**src/rtl/ikaopll_pkg.sv**
```systemverilog
// Shared constants and helper types for the IKAOPLL LFO-apply slice.
// Contents:
//   SLOT_COUNT              - operator slots per sample cycle (18)
//   FNUM_W/ATTEN_W/PHINC_W  - operand and result widths
//   slot_t                  - slot counter type
//   am_stage_t              - first-stage AM pipeline payload
//   sat_atten()             - clamp an attenuation sum to the 7-bit range
package ikaopll_pkg;

    localparam int unsigned SLOT_COUNT = 18;
    localparam int unsigned SLOT_W     = 5;
    localparam int unsigned FNUM_W     = 9;
    localparam int unsigned BLOCK_W    = 3;
    localparam int unsigned LFO_W      = 8;
    localparam int unsigned ATTEN_W    = 7;
    localparam int unsigned PHINC_W    = 16;
    // Doubled F-number: {fnum, 1'b0}.
    localparam int unsigned FREQ_W     = FNUM_W + 1;
    // Signed working width of the PM product and the modulated frequency.
    localparam int unsigned PM_W       = 12;
    // Only LFA[7:3] contributes to tremolo.
    localparam int unsigned AM_W       = 5;

    typedef logic [SLOT_W-1:0] slot_t;

    typedef struct packed {
        logic               vld;
        logic [ATTEN_W-1:0] atten;
    } am_stage_t;

    // The sum is at most 127 + 31, so the MSB alone flags overflow.
    function automatic logic [ATTEN_W-1:0] sat_atten(input logic [ATTEN_W:0] sum);
        sat_atten = sum[ATTEN_W] ? {ATTEN_W{1'b1}} : sum[ATTEN_W-1:0];
    endfunction

endpackage

```
**src/rtl/ikaopll_lfo_apply_pm.sv**
```systemverilog
// Vibrato (phase modulation) datapath: multiply, saturate, block shift.
// Two registered stages advance only when en_i is high.
// Ports:
//   clk_i, rst_ni - clock, asynchronous active-low reset
//   en_i          - stage advance enable
//   fnum_i        - slot F-number (9 bits)
//   block_i       - slot octave block (3 bits)
//   pm_en_i       - slot vibrato enable
//   lfp_i         - LFO vibrato value, two's complement
//   phinc_o       - registered modulated phase increment (16 bits)
module ikaopll_lfo_apply_pm
    import ikaopll_pkg::*;
(
    input  logic               clk_i,
    input  logic               rst_ni,
    input  logic               en_i,
    input  logic [FNUM_W-1:0]  fnum_i,
    input  logic [BLOCK_W-1:0] block_i,
    input  logic               pm_en_i,
    input  logic [LFO_W-1:0]   lfp_i,
    output logic [PHINC_W-1:0] phinc_o
);

    logic signed [PM_W-1:0] pm_prod;
    logic signed [PM_W-1:0] pm_delta;
    logic signed [PM_W-1:0] freq_sum;
    logic [FREQ_W-1:0]      freq10_d, freq10_q;
    logic [BLOCK_W-1:0]     block_q;
    logic [PHINC_W:0]       freq_shl;
    logic [PHINC_W-1:0]     phinc_d, phinc_q;
    logic                   unused_shl_lsb;

    always_comb begin
        // Top three F-number bits (unsigned) times the signed LFO value.
        pm_prod = $signed({{(PM_W-3){1'b0}}, fnum_i[FNUM_W-1 -: 3]})
                * $signed({{(PM_W-LFO_W){lfp_i[LFO_W-1]}}, lfp_i});
        // Kept as a plain signed assignment so the shift stays arithmetic.
        pm_delta = pm_prod >>> 3;
        if (!pm_en_i) begin
            pm_delta = '0;
        end

        freq_sum = $signed({{(PM_W-FREQ_W){1'b0}}, fnum_i, 1'b0}) + pm_delta;

        // Range is -112..1133: sign bit means underflow, bit 10 means overflow.
        if (freq_sum[PM_W-1]) begin
            freq10_d = '0;
        end else if (|freq_sum[PM_W-2:FREQ_W]) begin
            freq10_d = {FREQ_W{1'b1}};
        end else begin
            freq10_d = freq_sum[FREQ_W-1:0];
        end

        freq_shl = {{(PHINC_W+1-FREQ_W){1'b0}}, freq10_q} << block_q;
        phinc_d  = freq_shl[PHINC_W:1];
    end

    assign unused_shl_lsb = freq_shl[0];

    always_ff @(posedge clk_i or negedge rst_ni) begin
        if (!rst_ni) begin
            freq10_q <= '0;
            block_q  <= '0;
            phinc_q  <= '0;
        end else if (en_i) begin
            freq10_q <= freq10_d;
            block_q  <= block_i;
            phinc_q  <= phinc_d;
        end
    end

    assign phinc_o = phinc_q;

endmodule

```
**src/rtl/ikaopll_lfo_apply.sv**
```systemverilog
// Applies the LFO vibrato and tremolo values to the per-slot operands.
// Tracks the slot position, holds the LFO values for a whole 18-slot cycle,
// and delivers results through a 2-stage pipeline gated by the phi1 enable.
// Optional feature: define IKAOPLL_LFO_APPLY_SLOTNUM_EN to add o_DBG_SLOT.
// Ports:
//   i_EMUCLK       - master clock, rising edge
//   i_MRST_n       - asynchronous active-low reset
//   i_phi1_NCEN_n  - active-low clock enable
//   i_CYCLE_00     - marks the enabled cycle carrying slot 0
//   i_LFP / i_LFA  - LFO vibrato (signed) / tremolo (unsigned) values
//   i_FNUM, i_BLOCK, i_PM_EN, i_AM_EN, i_EG_ATTEN - current slot operands
//   o_PHINC        - modulated phase increment
//   o_ATTEN        - tremolo-applied attenuation
//   o_DBG_SLOT     - slot number aligned with outputs (optional)
//   o_VLD_SLOT0    - outputs belong to slot 0
module ikaopll_lfo_apply
    import ikaopll_pkg::*;
(
    input  logic               i_EMUCLK,
    input  logic               i_MRST_n,
    input  logic               i_phi1_NCEN_n,
    input  logic               i_CYCLE_00,
    input  logic [LFO_W-1:0]   i_LFP,
    input  logic [LFO_W-1:0]   i_LFA,
    input  logic [FNUM_W-1:0]  i_FNUM,
    input  logic [BLOCK_W-1:0] i_BLOCK,
    input  logic               i_PM_EN,
    input  logic               i_AM_EN,
    input  logic [ATTEN_W-1:0] i_EG_ATTEN,
    output logic [PHINC_W-1:0] o_PHINC,
    output logic [ATTEN_W-1:0] o_ATTEN,
`ifdef IKAOPLL_LFO_APPLY_SLOTNUM_EN
    output logic [SLOT_W-1:0]  o_DBG_SLOT,
`endif
    output logic               o_VLD_SLOT0
);

    localparam slot_t SlotLast = slot_t'(SLOT_COUNT - 1);

    logic               en;
    slot_t              slot_cnt_d, slot_cnt_q;
    logic [LFO_W-1:0]   lfp_q, lfp_eff;
    logic [AM_W-1:0]    lfa_q, lfa_eff, am_add;
    logic [ATTEN_W:0]   am_sum;
    am_stage_t          am_s1_d, am_s1_q;
    logic [ATTEN_W-1:0] atten_q;
    logic               vld_q;
    logic               unused_lfa_lsb;

    assign en = ~i_phi1_NCEN_n;

    // slot_cnt_q is the slot number of the current cycle unless i_CYCLE_00
    // overrides it; a slot-0 marker always resynchronises the count.
    always_comb begin
        if (i_CYCLE_00) begin
            slot_cnt_d = slot_t'(1);
        end else if (slot_cnt_q >= SlotLast) begin
            slot_cnt_d = '0;
        end else begin
            slot_cnt_d = slot_cnt_q + slot_t'(1);
        end
    end

    // Write-through: the slot-0 cycle already uses the freshly presented LFO values.
    always_comb begin
        lfp_eff = i_CYCLE_00 ? i_LFP : lfp_q;
        lfa_eff = i_CYCLE_00 ? i_LFA[LFO_W-1 -: AM_W] : lfa_q;
        am_add  = i_AM_EN ? lfa_eff : '0;
        am_sum  = {1'b0, i_EG_ATTEN} + {{(ATTEN_W+1-AM_W){1'b0}}, am_add};
        am_s1_d.vld   = i_CYCLE_00;
        am_s1_d.atten = sat_atten(am_sum);
    end

    assign unused_lfa_lsb = ^i_LFA[LFO_W-AM_W-1:0];

    always_ff @(posedge i_EMUCLK or negedge i_MRST_n) begin
        if (!i_MRST_n) begin
            slot_cnt_q <= '0;
            lfp_q      <= '0;
            lfa_q      <= '0;
            am_s1_q    <= '0;
            atten_q    <= '0;
            vld_q      <= 1'b0;
        end else if (en) begin
            slot_cnt_q <= slot_cnt_d;
            if (i_CYCLE_00) begin
                lfp_q <= i_LFP;
                lfa_q <= i_LFA[LFO_W-1 -: AM_W];
            end
            am_s1_q <= am_s1_d;
            atten_q <= am_s1_q.atten;
            vld_q   <= am_s1_q.vld;
        end
    end

    ikaopll_lfo_apply_pm u_pm (
        .clk_i   (i_EMUCLK),
        .rst_ni  (i_MRST_n),
        .en_i    (en),
        .fnum_i  (i_FNUM),
        .block_i (i_BLOCK),
        .pm_en_i (i_PM_EN),
        .lfp_i   (lfp_eff),
        .phinc_o (o_PHINC)
    );

    assign o_ATTEN     = atten_q;
    assign o_VLD_SLOT0 = vld_q;

`ifdef IKAOPLL_LFO_APPLY_SLOTNUM_EN
    slot_t slot_cur;
    slot_t dbg_s1_q, dbg_s2_q;

    assign slot_cur = i_CYCLE_00 ? '0 : slot_cnt_q;

    always_ff @(posedge i_EMUCLK or negedge i_MRST_n) begin
        if (!i_MRST_n) begin
            dbg_s1_q <= '0;
            dbg_s2_q <= '0;
        end else if (en) begin
            dbg_s1_q <= slot_cur;
            dbg_s2_q <= dbg_s1_q;
        end
    end

    assign o_DBG_SLOT = dbg_s2_q;
`endif

endmodule

```
**config.mk**
```make
export PLATFORM = sky130hd
export DESIGN_NAME = ikaopll_lfo_apply
export DESIGN_NICKNAME = d
export VERILOG_FILES = /design/src/rtl/ikaopll_pkg.sv /design/src/rtl/ikaopll_lfo_apply_pm.sv /design/src/rtl/ikaopll_lfo_apply.sv
export SDC_FILE = /design/constraint.sdc
export NUM_CORES = 1
export LEC_CHECK = 0
export CORE_MARGIN = 4
export CORE_UTILIZATION = 40
export CTS_BUF_LIST = sky130_fd_sc_hd__clkbuf_2 sky130_fd_sc_hd__clkbuf_4 sky130_fd_sc_hd__clkbuf_8
export DETAILED_ROUTE_END_ITERATION = 12
export HOLD_SLACK_MARGIN = 0.12
export PLACE_DENSITY = 0.66
export SKIP_CTS_REPAIR_TIMING = 1
export SLEW_MARGIN = 10
export SYNTH_ARGS = -nofsm -noshare
export SYNTH_HDL_FRONTEND = slang
export SYNTH_SLANG_ARGS = --single-unit
```
**constraint.sdc**
```tcl
create_clock -name i_EMUCLK -period 6.5 [get_ports i_EMUCLK]
set_input_delay 1.625 -clock i_EMUCLK [delete_from_list [all_inputs] [get_ports i_EMUCLK]]
set_output_delay 1.625 -clock i_EMUCLK [all_outputs]
set_load 0.01 [all_outputs]
```
==> results.ini <==
[power_and_ir_drop]
powerDensity_nw_per_um2=278
irDropWorstVdd_uv=137
p_leak_nw=2.74

[worst_setup_path]
slowest_stage=fa_1
cp.required_ns=6.73
end_kind=register
worst-setup-path-type=in2reg
worstPathCellList=clkdlybuf4s50_1, buf_4, nor2b_1, ha_1, inv_1, fa_1, inv_1, ha_1, nand3_1, nor4_2, buf_4, nor2_1, xnor2_1, and2_1, ha_1, o21a_1, o31a_1, o21ai_1, a211oi_2, buf_4, nand2b_1, o221a_2, a221o_1
slowest_delay_ns=0.52
path_max_fanout=6
worstSetupStartpointType=input port
arrival_ns=6.26

[cts]
path_clk_slew_ns=0.07
cts_tree=yes
clock_latency_ns=0.34
clockBufferDepth=2
cts.sinks=58
numCtsBuffers=9
cts_root_buf=clkbuf_8
htreeDepth=3

[synth]
synth_cells=488
synth-edff-count=0
ys_ff_latch=58
synth_top_flop_cell=dfrtp_1
synthTopCellsByArea=dfrtp_1 33%, ha_1 9.5%, mux2_2 7.8%
synth_top_area_share_pct=32.6
yosys_warnings=0
syn-cell-area_um2=4460
avgSynthCellArea_um2=9.13
yosysSeqAreaShare_pct=32.6
synth_area_leader_cell=dfrtp_1
yosys.cell_types.count=57
ys_async_sr_fraction_pct=100
synthesis.nets=573

[global_route]
grt_pass1_vias=3832
grt.total_usage_pct=16.1
grt_pass1_wl_um=17000
grt_max_degree=65
grt-ovfl-total=0
antenna_found_initial=0

[cells_and_area]
fin_nets=693
syn_to_final_growth_pct=33.6
final.fill_count=989
finalNonFillerCells=753
diodes=0
stdcell_area_um2=5950
multi_input_area_um2=2820
ff_latch_area_um2=1450
final_layout_size_suffix_gt1_share_pct=22.7

[min_path]
min_path_type=reg2reg

[timing]
report.final.setup_viol=0
drv_slew=0
max_freq_ghz=0.166
finalCriticalPeriod_ns=6.04
relSlewSlack_pct=22.4
min_period_over_period_pct=92.9
whs_ns=0.478
finalWorstSetupSlack_ns=0.462
tns_ns=0
hold_violations=0
tightest_slew_ns=1.16
fin_skew_ns=0.00839
rsz0062_at_grt=false

[route]
wl_um=10100
wl_per_cell_um=13.4
dr.pass1.iters=5
drcViolationCount=0
antenna_left=0
dr_total_vias=3818
viasPerCell=5.07
drtIter0Drc=176

[floorplanning]
fp.dieH_um=114
core-area_um2=10900
dieArea_um2=12900
initial_core_util_pct=40.9
rows=38
io-pin-count=65
die_w_um=114

[placement]
post-dp-hpwl_um=8010
place_ws_ns=-0.366
place.gp.congestion=0.848
place_area_um2=5630
dp.cells=733
io_buffers=61

[run]
maxCapViolCount=0

[outcome]
status=finished clean

[power breakdown]
| part | switching, W | internal [W] | leakage [nW] | total [W] |
|---|---|---|---|---|
| clock network | 0.000140 | 0.000168 | 0.0944 | 0.000307 |
| registers | 0.0000772 | 0.000449 | 0.702 | 0.000526 |
| logic | 0.000384 | 0.000440 | 1.94 | 0.000824 |
[synthesized netlist by cell type, types with 2 or more instances]
| cell type | number |
|---|---|
| a2bb2oi_1 | 5 |
| clkbuf_1 | 14 |
| nor2_1 | 37 |
| a31oi_1 | 2 |
| clkinv_1 | 2 |
| buf_1 | 3 |
| a22o_1 | 3 |
| nand2_1 | 34 |
| a21o_1 | 2 |
| nand2b_1 | 7 |
| xnor2_1 | 8 |
| nor2b_1 | 22 |
| nor3b_1 | 5 |
| o21a_1 | 6 |
| mux2i_1 | 21 |
| a22oi_1 | 5 |
| xor2_1 | 6 |
| a21oi_1 | 32 |
| o22ai_1 | 4 |
| o21ai_0 | 32 |
| ha_1 | 34 |
| a211oi_1 | 5 |
| nand3_1 | 8 |
| mux2_2 | 31 |
| fa_1 | 10 |
| nand4_1 | 3 |
| nor3_1 | 6 |
| and2_1 | 6 |
| dfrtp_1 | 58 |
| inv_1 | 50 |
[worst paths after layout]
check | from | endpoint | slack, ns | depth (start not counted)
min in group asynchronous | i_MRST_n | u_pm.freq10_q[4] | 1.42 | 2
worst min register to register | am_s1_q[7] | am_s1_q[7] | 0.48 | 1
worst min-delay path | am_s1_q[7] | am_s1_q[7] | 0.48 | 1
worst max-delay path | i_FNUM[7] | u_pm.freq10_q[9] | 0.46 | 23
max in group asynchronous | i_MRST_n | lfp_q[6] | 4.59 | 2
worst max register to register | lfp_q[2] | u_pm.freq10_q[9] | 1.82 | 22
[worst max-delay path, delay by kind of cell]
kind                       cells  cell delay (ns)
xor gates and xnor gates       1             0.14
buffers and inverters          6             1.14
and+or+nand+nor                6             0.81
adders and majority gates      4             1.38
AOI/OAI and AO/OA              6             1.18
[cells in the final DEF (no fill, tap or decap), drive strengths merged, types with 7 or more instances in the layout]
cell type	synthesis	final
ha	34	34
clkbuf	14	12
clkdlybuf4s50	0	58
xnor2	8	8
nor2b	22	22
nand2	34	34
buf	6	70
nand3	8	8
mux2i	21	21
o21ai	34	34
nor2	37	37
a211oi	7	7
dfrtp	58	58
a21oi	33	33
nand2b	7	7
inv	50	50
mux2	31	31
fa	10	10
[layout make-up]
type | count | share of cell area, %
Clock buffer | 12 | 2.77
Inverter | 52 | 3.28
Tap cell | 140 | 2.94
Multi-Input combinational cell | 358 | 47.4
Clock inverter | 4 | 0.420
Timing Repair Buffer | 129 | 18.8
Sequential cell | 58 | 24.4
[cell families (layout without fill, tap and decap cells)]
kind of cell,count (synthesis),after routing,share of synthesized area (%)
buffers and inverters,72,197,6.34
muxes,53,53,13.1
xor gates and xnor gates,14,14,2.75
AOI/OAI and AO/OA,112,112,16.1
DFF,58,58,32.6
and+or+nand+nor,135,135,15.2
adders and majority gates,44,44,14.0
[state kept, by name, indices dropped and copies added, names as in the netlist]
signal,count
u_pm.phinc_o,16
u_pm.freq10_q,10
am_s1_q,8
lfp_q,8
o_ATTEN,7
lfa_q,5
u_pm.block_q,3
o_VLD_SLOT0,1
[per-stage QoR]
step | util, % | power [W]
detailed placement | 51.7 | 0.00133
finish | 54.7 | 0.00166
CTS | 53.4 | 0.00165
global route | 54.7 | 0.00179
global placement | 51.7 | 0.00130
floorplan | - | 0.00100
[metal layers]
layer | vias up | wire [um] | GRT usage (%)
li1 | 1933 | - | -
met1 | 1802 | 4500 | 19.6
met2 | 66 | 5050 | 27.7
met3 | 17 | 386 | 4.19
met4 | 0 | 193 | 5.61
met5 | - | 0 | 0
Power figures use the tool's default switching activity.
